===== src/rtl/kt_sequencer.sv =====
// Streams the 64 SHA-256 round constants Kt out of a 256x16 RAM pair with a
// valid/ready handshake; a one-entry skid plus the RAM's held read data absorb stalls.
module kt_sequencer #(
    parameter logic [1:0] RAM_BASE = 2'b10
) (
    input  logic        clk,
    input  logic        reset,
    input  logic        start,
    output logic [7:0]  ram_raddr,
    output logic        ram_re,
    input  logic [15:0] ram_rdata_hi,
    input  logic [15:0] ram_rdata_lo,
    output logic [31:0] kt,
    output logic [5:0]  kt_round,
    output logic        kt_valid,
    input  logic        kt_ready,
    output logic        kt_last,
    output logic        busy,
    output logic        done
);

    typedef enum logic [1:0] {IDLE, RUN, DONE} state_t;

    state_t      state;
    logic [6:0]  issue_cnt;
    logic        pend_p0;
    logic [5:0]  pend_round_p0;
    logic        skid_vld_p1;
    logic [31:0] skid_kt_p1;
    logic [5:0]  skid_round_p1;

    logic        xfer;
    logic        out_free;
    logic        take_pend;
    logic        issue;
    logic        last_xfer;
    logic [1:0]  occ;
    logic [31:0] rdata;

    // pend_p0 marks an unconsumed word on the RAM outputs; the RAM holds it
    // while ram_re is low, so it only has to be absorbed before the next read lands.
    always_comb begin
        rdata     = {ram_rdata_hi, ram_rdata_lo};
        xfer      = kt_valid & kt_ready;
        out_free  = ~kt_valid | xfer;
        take_pend = pend_p0 & (out_free | ~skid_vld_p1);
        occ       = {1'b0, kt_valid} + {1'b0, skid_vld_p1} + {1'b0, pend_p0};
        issue     = (state == RUN) && !issue_cnt[6] && ((occ - {1'b0, xfer}) < 2'd2);
        last_xfer = xfer && (kt_round == 6'd63);
    end

    always_ff @(posedge clk) begin
        if (reset) begin
            state         <= IDLE;
            issue_cnt     <= 7'd0;
            ram_re        <= 1'b0;
            ram_raddr     <= {RAM_BASE, 6'd0};
            busy          <= 1'b0;
            done          <= 1'b0;
            pend_p0       <= 1'b0;
            pend_round_p0 <= 6'd0;
            skid_vld_p1   <= 1'b0;
            skid_kt_p1    <= 32'd0;
            skid_round_p1 <= 6'd0;
            kt            <= 32'd0;
            kt_round      <= 6'd0;
            kt_valid      <= 1'b0;
            kt_last       <= 1'b0;
        end else begin
            ram_re <= 1'b0;
            done   <= 1'b0;
            case (state)
                IDLE: begin
                    if (start) begin
                        state     <= RUN;
                        busy      <= 1'b1;
                        ram_re    <= 1'b1;
                        ram_raddr <= {RAM_BASE, 6'd0};
                        issue_cnt <= 7'd1;
                    end
                end
                RUN: begin
                    if (issue) begin
                        ram_re    <= 1'b1;
                        ram_raddr <= {RAM_BASE, issue_cnt[5:0]};
                        issue_cnt <= issue_cnt + 7'd1;
                    end
                    if (last_xfer) begin
                        state <= DONE;
                        busy  <= 1'b0;
                        done  <= 1'b1;
                    end
                end
                default: state <= IDLE;
            endcase

            // p0: word on the RAM outputs, tagged with the round that was read
            if (ram_re)
                pend_round_p0 <= ram_raddr[5:0];
            pend_p0 <= ram_re | (pend_p0 & ~take_pend);

            // p1: skid entry and output register
            if (out_free) begin
                if (skid_vld_p1) begin
                    kt          <= skid_kt_p1;
                    kt_round    <= skid_round_p1;
                    kt_last     <= (skid_round_p1 == 6'd63);
                    kt_valid    <= 1'b1;
                    skid_vld_p1 <= pend_p0;
                    if (pend_p0) begin
                        skid_kt_p1    <= rdata;
                        skid_round_p1 <= pend_round_p0;
                    end
                end else if (pend_p0) begin
                    kt       <= rdata;
                    kt_round <= pend_round_p0;
                    kt_last  <= (pend_round_p0 == 6'd63);
                    kt_valid <= 1'b1;
                end else begin
                    kt_valid <= 1'b0;
                    kt_last  <= 1'b0;
                end
            end else if (pend_p0 && !skid_vld_p1) begin
                skid_kt_p1    <= rdata;
                skid_round_p1 <= pend_round_p0;
                skid_vld_p1   <= 1'b1;
            end
        end
    end

endmodule


===== config.mk =====
export PLATFORM = sky130hd
export DESIGN_NAME = kt_sequencer
export DESIGN_NICKNAME = d
export VERILOG_FILES = /design/src/rtl/kt_sequencer.sv
export SDC_FILE = /design/constraint.sdc
export NUM_CORES = 1
export LEC_CHECK = 0
export BUFFER_PORTS_ARGS = -buffer_cell sky130_fd_sc_hd__buf_2
export CORE_MARGIN = 2
export CORE_UTILIZATION = 55
export CTS_CLUSTER_DIAMETER = 150
export DETAILED_ROUTE_END_ITERATION = 12
export PLACE_DENSITY = 0.79
export SYNTH_ARGS = -nofsm -noshare
export SYNTH_HDL_FRONTEND = slang
export SYNTH_SLANG_ARGS = --single-unit

===== constraint.sdc =====
create_clock -name clk -period 7.5 [get_ports clk]
set_input_delay 0.375 -clock clk [delete_from_list [all_inputs] [get_ports clk]]
set_output_delay 0.375 -clock clk [all_outputs]
set_load 0.005 [all_outputs]

==> summary.txt, run 1 <==
Final layout
  • Most common cell after layout, fill and taps aside: dfxtp_1
  • Filler cell count: 644
  • Nets: 586
  • Ant diodes: 0
  • Layout cell share with drive strength beyond 1: 20.11%
  • Post-route cell area: 5050 um^2
  • Commonest cells after routing, fill and taps aside: dfxtp_1 (102), buf_2 (84), nor2_1 (54)
  • Synth-to-Final Area Change: 12.30%

Timing
  • Final hold vios: 0
  • Final Max Tran Viols: 0
  • Slew Limit Headroom: 10.22%
  • Final period utilization: 50.44%
  • Worst slew pin tran: 1.344 ns
  • Setup Skew: 0.008211 ns
  • RSZ-0062 raised after global routing: no
  • Final worst path period need: 3.783 ns
  • Setup TNS: 0 ns
  • Final setup violation count: 0
  • Fmax: 264.4 MHz

Floorplan
  • Initial Utilization: 57.60%
  • Vert. Die Dim: 94.42 um
  • Core Area: 7807 um^2
  • Die ar.: 8915 um^2
  • I/O pins: 87
  • FP Rows: 32
  • Die width: 94.42 um

Synth
  • Register area share after synthesis: 46.30%
  • Commonest register cell after synthesis: dfxtp_1
  • Syn nets: 536
  • Seq cells post-synth: 104
  • Synth async-reset ratio: 0%
  • Area leader, netlist: dfxtp_1
  • Cell Area, Synth: 4497 um^2
  • Synth top area share: 46.30%
  • Yosys warning count: 0
  • Post-Synthesis Cells: 497
  • Synth Area per Inst: 9.048 um^2
  • Netlist cell types: 43
  • Top post-synthesis cells by area: dfxtp_1 (46%), mux2i_1 (11%), a211oi_1 (6.7%), a21oi_1 (4.7%), nand3_1 (4.7%)
  • EDFF count, synth: 0

GRT
  • Total GRT Usage: 21.93%
  • First-pass GRT wire length: 15.76 mm
  • Grt ovf: 0
  • Largest net degree at the start of global routing: 104
  • Vias in the first global route: 3,358
  • Initial antenna violation count: 0

Detailed routing
  • Drt wl/cell: 14.85 um
  • Post-detailed-route via-to-cell ratio: 5.644
  • DR iter-0 viols: 254
  • DRC viols: 0
  • WL final: 9.711 mm
  • Vias: 3,691
  • Post-DRT Antenna Nets: 0
  • First drt pass iteration count: 5

Placement
  • GP Congestion: 0.8000
  • IO Port Bufs: 84
  • DP Area: 4828 um^2
  • DP Wirelength: 6.211 mm

Power
  • Maximum VDD drop: 0.09155 mV
  • Pwr Density: 210.9 nW/um^2
  • Leak: 1.830 nW

CTS
  • CTS tree: built
  • Postcts setup bufs: 0
  • Hold Buf Count CTS: 0
  • Post_cts resized: 0
  • Clock-pin slew of the registers on the worst-case setup and hold paths: 0.10 ns
  • Clock tree buffer depth: 2
  • CTS H-tree depth: 3
  • Clock sink count: 104
  • Root Driver: clkbuf_8
  • Worst skew pair latency: 0.36 ns
  • Total CTS buffers: 9

Critical path
  • Crit-path leading delay family: flip-flops
  • CP cell instances: inv_1 -> ha_1 -> inv_1 -> ha_1 -> a21oi_1 -> mux2i_2 -> a21boi_0 -> o21ai_0
  • CP max stage cell: dfxtp_2
  • CP max stage delay: 0.90 ns
  • Worst EP required: 7.77 ns
  • WP buf/inv: 2
  • Worst Path Class, Setup: flip-flop to flip-flop
  • Crit path DAT: 4.05 ns
  • CP Capture Type: flip-flop
  • Max Fanout on Critical Path: 45
  • Critical path launch point type: flip-flop

Status
  • Status: completed

Hold path
  • Worst min-delay path category: primary input to flip-flop

Flow run
  • Total of max-cap violations: 0
area by class of cell:
cell class              instances  area, um^2  share of cell area, %
clock inverters                 5       80.08                  1.586
clock buffers                  11       141.4                  2.800
repair buffers                 87       442.9                  8.771
flip-flops and latches        104        2085                  41.28
well taps                     102       127.6                  2.527
multi-input cells             342        2162                  42.81
inverters                       3       11.26                 0.2230
synthesized netlist by cell type (2+ instances only):
library cell / instances
buf_4: 4
nand4b_1: 3
nand4_1: 2
nor2b_1: 3
nand2b_1: 14
conb_1: 2
o31ai_1: 2
nor3_1: 4
mux2i_1: 51
inv_1: 3
dfxtp_1: 104
buf_6: 6
a22oi_1: 2
o21ai_1: 10
nand3_1: 42
a21oi_1: 42
ha_1: 3
nor2_1: 54
nand2_1: 15
o21ai_0: 32
clkbuf_1: 19
buf_2: 18
a211oi_1: 40
and2_1: 3
worst reg2reg max path, cell delays in order (launching register included):
cell and delay [ns]:
dfxtp_2 0.90, inv_1 0.74, ha_1 0.55, inv_1 0.04
ha_1 0.26, a21oi_1 0.26, mux2i_2 0.52, a21boi_0 0.18
o21ai_0 0.25
per-layer routing:
| metal | routed length, um | global-route usage, % |
|---|---|---|
| met5 | 0 | 0 |
| met1 | 4543 | 30.55 |
| met4 | 167 | 8.454 |
| met3 | 511 | 3.432 |
| met2 | 4488 | 34.35 |
cell families (layout without fill, tap and decap cells):
group,after synthesis,in the layout,share of synthesized area [%]
AOI/OAI and AO/OA,135,135,17.89
DFF,104,104,46.30
and+or+nand+nor,147,147,16.05
adders and majority gates,3,3,0.8348
xor gates and xnor gates,2,2,0.7236
other,2,2,0.1670
buffers and inverters,51,106,6.121
muxes,53,53,11.91
power by group:
part / internal, mW / switching (mW)
Combinational: 0.0413 / 0.0555
Sequential: 0.569 / 0.0163
Clock: 0.197 / 0.186
Total: 0.807 / 0.258
final timing paths:
kind,startpoint,end,slack [ns],cells past startpoint
min,ram_rdata_lo[14],skid_kt_p1[14]$_SDFFE_PP0P_,0.27,3
max reg2reg,pend_p0$_SDFF_PP0_,issue_cnt[5]$_SDFFE_PP0P_,3.72,8
min reg2reg,kt_last$_SDFFE_PP0N_,kt_last$_SDFFE_PP0N_,0.47,2
max,pend_p0$_SDFF_PP0_,issue_cnt[5]$_SDFFE_PP0P_,3.72,8
stage by stage:
step	hold slack, ns	power [mW]	cells	setup WS [ns]	utilization (%)
2_1_floorplan	0.4504	0.6603	497	5.078	-
3_3_place_gp	0.4439	0.6925	638	3.908	61.84
3_5_place_dp	0.4530	0.6952	638	3.863	61.84
4_1_cts	0.2619	1.073	654	3.818	64.68
5_1_grt	0.2724	1.106	654	3.490	64.68
6_report	0.2725	1.065	654	3.717	64.68
registers in the layout, indices dropped and copies added, names as in the netlist, 2 cells and up:
register / cells
kt_round: 6
skid_round_p1: 6
pend_round_p0: 6
kt: 32
skid_kt_p1: 32
issue_cnt: 7
ram_raddr: 6
state: 2
Power figures use the tool's default switching activity.
==> run 2: changes to the inputs <==
- CORE_UTILIZATION: 55 -> 50
- PLACE_DENSITY: 0.79 -> 0.76
- clock period: 7.5 -> 3 ns (I/O delays scaled with it)
==> run 2 against run 1 <==
  * Clock power is 130% higher
  * Die area is 9.6% higher
  * First-iteration DRC count is 27% lower
  * Count of clock-buffer cells in the layout fell by 1
  * Via count is 1.5% higher
  * Power is 140% higher
  * Clock skew barely moved
  * Routed wire length up 6.0%
  * Sequential share of layout area fell by 0.28 points
  * Global-route usage decreased by 0.36 points
  * Critical path type unchanged
  * Critical endpoint is now ram_raddr[4]$_SDFFE_PP0P_
  * Highest routed layer unchanged
==> summary.txt, run 2 (same netlist as run 1, synthesis figures left out) <==
Hold path
  • Worst min-delay path category: primary input to flip-flop
  • HP Start: ram_rdata_hi[6]

Critical path
  • CP Capture Type: flip-flop
  • Worst EP required: 3.25 ns (-4.52 ns)
  • Crit path launch: kt_valid$_SDFFE_PP0N_
  • Max Fanout on Critical Path: 7 (-84%)
  • Most common cell on crit path: ha_1
  • FF-to-FF Start: kt_valid$_SDFFE_PP0N_
  • CP cell instances: and2_1 -> ha_1 -> inv_1 -> ha_1 -> a21oi_1 -> mux2i_2 -> nand2_4 -> mux2i_1
  • Crit path DAT: 2.60 ns (-1.45 ns)
  • CP max stage delay: 0.54 ns (-0.36 ns)
  • CP max stage cell: mux2i_2
  • Critical path launch point type: flip-flop
  • Worst Path Class, Setup: flip-flop to flip-flop

Timing
  • Final Max Tran Viols: 0 (unchanged)
  • Slew Limit Headroom: 64.05% (+54 points)
  • Final hold vios: 0 (unchanged)
  • Setup TNS: 0 ns (unchanged)
  • Final period utilization: 78.23% (+28 points)
  • Worst slew pin tran: 0.5288 ns (-0.8149 ns)
  • RSZ-0062 raised after global routing: no
  • Fmax: 426.1 MHz (+61%)
  • Final worst path period need: 2.347 ns (-1.436 ns)
  • Final setup violation count: 0 (unchanged)
  • Setup Skew: 0.007750 ns (-0.0004609 ns)

CTS
  • Post_cts resized: 0 (unchanged)
  • Root Driver: clkbuf_8
  • Clock sink count: 104 (unchanged)
  • CTS H-tree depth: 3 (unchanged)
  • Postcts setup bufs: 0 (unchanged)
  • Total CTS buffers: 9 (unchanged)
  • Clock-pin slew of the registers on the worst-case setup and hold paths: 0.10 ns (about the same)
  • Hold Buf Count CTS: 0 (unchanged)
  • Worst skew pair latency: 0.37 ns (about the same)
  • Clock tree buffer depth: 2 (unchanged)
  • CTS tree: built

Power
  • Leak: 1.851 nW (+1.1%)
  • Pwr Density: 508.9 nW/um^2 (+140%)
  • Maximum VDD drop: 0.2226 mV (+140%)

Final layout
  • Layout cell share with drive strength beyond 1: 21.15% (+1.0 points)
  • Commonest cells after routing, fill and taps aside: dfxtp_1 (102), buf_2 (84), nor2_1 (54)
  • Largest registers: kt (32), skid_kt_p1 (32), issue_cnt (7)
  • Most common cell after layout, fill and taps aside: dfxtp_1
  • Finished Core Util: 58.31% (-6.4 points)
  • Ant diodes: 0 (unchanged)
  • Synth-to-Final Area Change: 13.08%
  • Nets: 593 (+1.2%)

Placement
  • DP Wirelength: 6.888 mm (+11%)
  • IO Port Bufs: 84 (unchanged)
  • GP Congestion: 0.7942 (-0.73%)

Detailed routing
  • Vias: 3,747 (+1.5%)
  • Post-DRT Antenna Nets: 0 (unchanged)
  • First drt pass iteration count: 5 (unchanged)
  • DRC viols: 0 (unchanged)
  • DR iter-0 viols: 186 (-27%)
  • WL final: 10.29 mm (+6.0%)
  • Post-detailed-route via-to-cell ratio: 5.626 (-0.31%)
  • Drt wl/cell: 15.45 um (+4.1%)

Floorplan
  • FP Rows: 34 (+6.3%)
  • Vert. Die Dim: 98.84 um (+4.7%)
  • Initial Utilization: 51.56% (-6.0 points)
  • Core Area: 8721 um^2 (+12%)
  • I/O pins: 87 (unchanged)
  • Die ar.: 9768 um^2 (+9.6%)
  • Die width: 98.84 um (+4.7%)

GRT
  • Total GRT Usage: 21.57% (-0.36 points)
  • Initial antenna violation count: 0 (unchanged)
  • First-pass GRT wire length: 17.19 mm (+9.1%)
  • Grt ovf: 0 (unchanged)
  • Vias in the first global route: 3,548 (+5.7%)
  • Largest net degree at the start of global routing: 55 (-47%)

Status
  • Status: completed

Flow run
  • Total of max-cap violations: 0 (unchanged)
-- run 2: stage by stage --
step / power, mW / cell area (um^2) / hold WS, ns / worst slack (ns) / instances
final: 2.587 / 5085 / 0.03751 / 0.6530 / 666
after global placement: 1.738 / 4890 / 0.4131 / 0.7780 / 651
after detailed placement: 1.748 / 4890 / 0.4226 / 0.6863 / 651
after CTS: 2.612 / 5085 / 0.02789 / 0.6412 / 666
after global routing: 2.695 / 5085 / 0.03762 / 0.4551 / 666
after floorplan: 1.651 / 4497 / 0.2977 / 0.5784 / 497
-- run 2: worst max-delay path, delay by kind of cell (launching register included) --
family,cells,cell delay [ns]
flops,1,0.34
mux,2,0.71
simple gates,2,0.36
buf+inv,1,0.04
compound gates,1,0.26
fa+ha+maj,2,0.53
-- run 2: area by class of cell --
class / count / area (um^2)
multi-input cells: 342 / 2151
fillers: 794 / 3636
well taps: 108 / 135.1
clock inverters: 5 / 57.56
repair buffers: 94 / 508.0
flip-flops and latches: 104 / 2085
inverters: 3 / 11.26
clock buffers: 10 / 137.6
-- run 2: where the power goes --
| part | leakage, nW | switching, mW | internal, mW |
|---|---|---|---|
| Clock | 0.0904 | 0.469 | 0.403 |
| Combinational | 0.915 | 0.151 | 0.108 |
| Sequential | 0.845 | 0.0336 | 1.42 |
-- run 2: metal layers --
metal  global-route usage, %  vias up  wire length, um
met2                   35.86      104             4989
met5                       0        -                0
met4                   7.376        0              170
met3                   4.255       13              474
met1                   28.13     1751             4659
li1                        -     1879                -
-- run 2: path summary, 6_finish.rpt --
check	endpoint	slack [ns]	cells past startpoint
setup / recovery	ram_raddr[4]$_SDFFE_PP0P_	0.65	8
hold / removal	skid_kt_p1[22]$_SDFFE_PP0P_	0.04	3
setup reg to reg	ram_raddr[4]$_SDFFE_PP0P_	0.65	8
hold reg to reg	kt_last$_SDFFE_PP0N_	0.46	2
==> run 3: changes to the inputs <==
- clock period: 3 -> 2.05 ns (I/O delays scaled with it)
==> run 3 against run 2 <==
  * Cell count up 4.4%
  * Cell area up 7.3%
  * Sequential power up 46%
  * Setup slack worse by 0.54 ns
  * Fmax up 21%
  * Core utilization up 4.2 points
  * Critical path type unchanged
==> summary.txt, run 3 (same netlist as run 1, synthesis figures left out) <==
Final layout
  • Ant diodes: 0 (unchanged)
  • Filler cell count: 772 (-2.8%)
  • Area of the multi-input gates: 2213 um^2 (+2.9%)
  • Finished Core Util: 62.54% (+4.2 points)
  • FF+latch area: 2086 um^2 (about the same)
  • Nets: 621 (+4.7%)
  • Final cell count without fillers: 695 (+4.4%)
  • Most common cell after layout, fill and taps aside: dfxtp_1
  • Synth-to-Final Area Change: 21.29%
  • Layout cell share with drive strength beyond 1: 21.47% (+0.32 points)
  • Commonest cells after routing, fill and taps aside: dfxtp_1 (101), buf_2 (84), nor2_1 (54)
  • Largest registers: kt (32), skid_kt_p1 (32), issue_cnt (7)

Critical path
  • CP Capture Type: flip-flop
  • Crit path DAT: 2.19 ns (-0.41 ns)
  • Critical path launch point type: flip-flop
  • Flop2flop setup slack: 0.11 ns (-0.54 ns)
  • Max Fanout on Critical Path: 7 (unchanged)
  • Worst Path Class, Setup: flip-flop to flip-flop
  • Worst EP required: 2.31 ns (-0.94 ns)

Detailed routing
  • Post-detailed-route via-to-cell ratio: 5.588 (-0.67%)
  • Post-DRT Antenna Nets: 0 (unchanged)
  • DRC viols: 0 (unchanged)
  • Vias: 3,884 (+3.7%)
  • WL final: 10.38 mm (+0.83%)
  • DR iter-0 viols: 174 (-6.5%)
  • First drt pass iteration count: 4 (-1)
  • Drt wl/cell: 14.93 um (-3.4%)

Floorplan
  • Vert. Die Dim: 98.84 um (unchanged)
  • Core Area: 8721 um^2 (unchanged)
  • Die width: 98.84 um (unchanged)
  • Die ar.: 9768 um^2 (unchanged)
  • Initial Utilization: 51.56% (unchanged)
  • FP Rows: 34 (unchanged)
  • I/O pins: 87 (unchanged)

GRT
  • Vias in the first global route: 3,627 (+2.2%)
  • First-pass GRT wire length: 17.22 mm (+0.20%)
  • Grt ovf: 0 (unchanged)
  • Largest net degree at the start of global routing: 103 (+87%)
  • Initial antenna violation count: 0 (unchanged)
  • Total GRT Usage: 21.50% (-0.071 points)

CTS
  • Clock sink count: 104 (unchanged)
  • Total CTS buffers: 9 (unchanged)
  • Root Driver: clkbuf_8
  • Clock-pin slew of the registers on the worst-case setup and hold paths: 0.10 ns (about the same)
  • Clock tree buffer depth: 2 (unchanged)
  • CTS H-tree depth: 3 (unchanged)
  • Worst skew pair latency: 0.36 ns (about the same)
  • Postcts setup bufs: 0 (unchanged)
  • CTS tree: built

Placement
  • IO Port Bufs: 84 (unchanged)
  • Placed cell count: 651 (unchanged)
  • GP Congestion: 0.7790 (-1.9%)
  • DP Wirelength: 6.424 mm (-6.7%)

Power
  • Maximum VDD drop: 0.4080 mV (+83%)
  • Pwr Density: 712.9 nW/um^2 (+40%)
  • Leak: 2.006 nW (+8.4%)

Timing
  • Final period utilization: 94.62% (+16 points)
  • Final Max Tran Viols: 0 (unchanged)
  • Slew Limit Headroom: 37.48% (-27 points)
  • Worst slew pin tran: 0.9378 ns (+0.4090 ns)
  • Final worst path period need: 1.940 ns (-0.4074 ns)
  • Final hold vios: 0 (unchanged)
  • Worst hold slack: 0.005650 ns (-0.03186 ns)
  • RSZ-0062 raised after global routing: yes
  • Final setup violation count: 0 (unchanged)
  • Setup Skew: 0.01026 ns (+0.002513 ns)
  • Fmax: 515.5 MHz (+21%)

Flow run
  • Total of max-cap violations: 0 (unchanged)

Hold path
  • Worst min-delay path category: primary input to flip-flop

Status
  • Status: completed
[run 3: cell types whose count changed in the layout (fill, tap and decap cells not counted), moves of 2 or more]
cell,previous run,this run
clkinv_2,1,3
inv_1,3,1
ha_4,0,2
ha_1,3,1
dlygate4sd3_1,0,28
clkinvlp_4,3,0
[run 3: cell type report]
type                    instances  share of cell area (%)
flip-flops and latches        104                   38.24
clock buffers                  11                   2.776
clock inverters                 5                  0.9865
well taps                     108                   2.478
repair buffers                122                   14.68
multi-input cells             342                   40.58
inverters                       3                  0.2524
[run 3: path summary, 6_finish.rpt]
kind,from,to,cells after the start
max,kt_valid$_SDFFE_PP0N_,ram_raddr[4]$_SDFFE_PP0P_,8
min,ram_rdata_lo[11],skid_kt_p1[11]$_SDFFE_PP0P_,3
max reg2reg,kt_valid$_SDFFE_PP0N_,ram_raddr[4]$_SDFFE_PP0P_,8
min reg2reg,kt_last$_SDFFE_PP0N_,kt_last$_SDFFE_PP0N_,2
[run 3: timing repair]
action                                  CTS  global route
hold endpoints to repair                 27             1
endpoints found under the setup margin    0             2
resized for setup                         0             2
hold buffers                             27             1
[run 3: layer usage]
metal,vias up,global-route usage (%),wire (um)
met3,14,3.901,426
met4,0,8.430,164
met2,90,34.82,4973
met1,1846,28.60,4813
li1,1934,-,-
met5,-,0,0
[run 3: power by group]
part,internal (mW),leakage (nW),switching [mW]
Clock,0.631,0.109,0.691
Sequential,2.08,0.846,0.0483
Combinational,0.203,1.05,0.233
[run 3: worst max-delay path, cell delays in order, from the launching register on]
cell and delay, ns:
dfxtp_2 0.33, and2_4 0.14, ha_4 0.25, inv_2 0.03, ha_4 0.21, a21oi_4 0.20
mux2i_4 0.37, nand2_4 0.16, mux2i_1 0.15
[run 3: through the flow]
stage	worst slack, ns	setup TNS (ns)	power (mW)	cell area (um^2)
floorplan	-0.01116	-0.08728	2.430	4568
global placement	0.1430	0	2.559	4965
detailed placement	0.08247	0	2.570	4965
CTS	0.08115	0	3.912	5440
global route	-0.01528	-0.01528	4.057	5454
finish	0.1103	0	3.888	5454
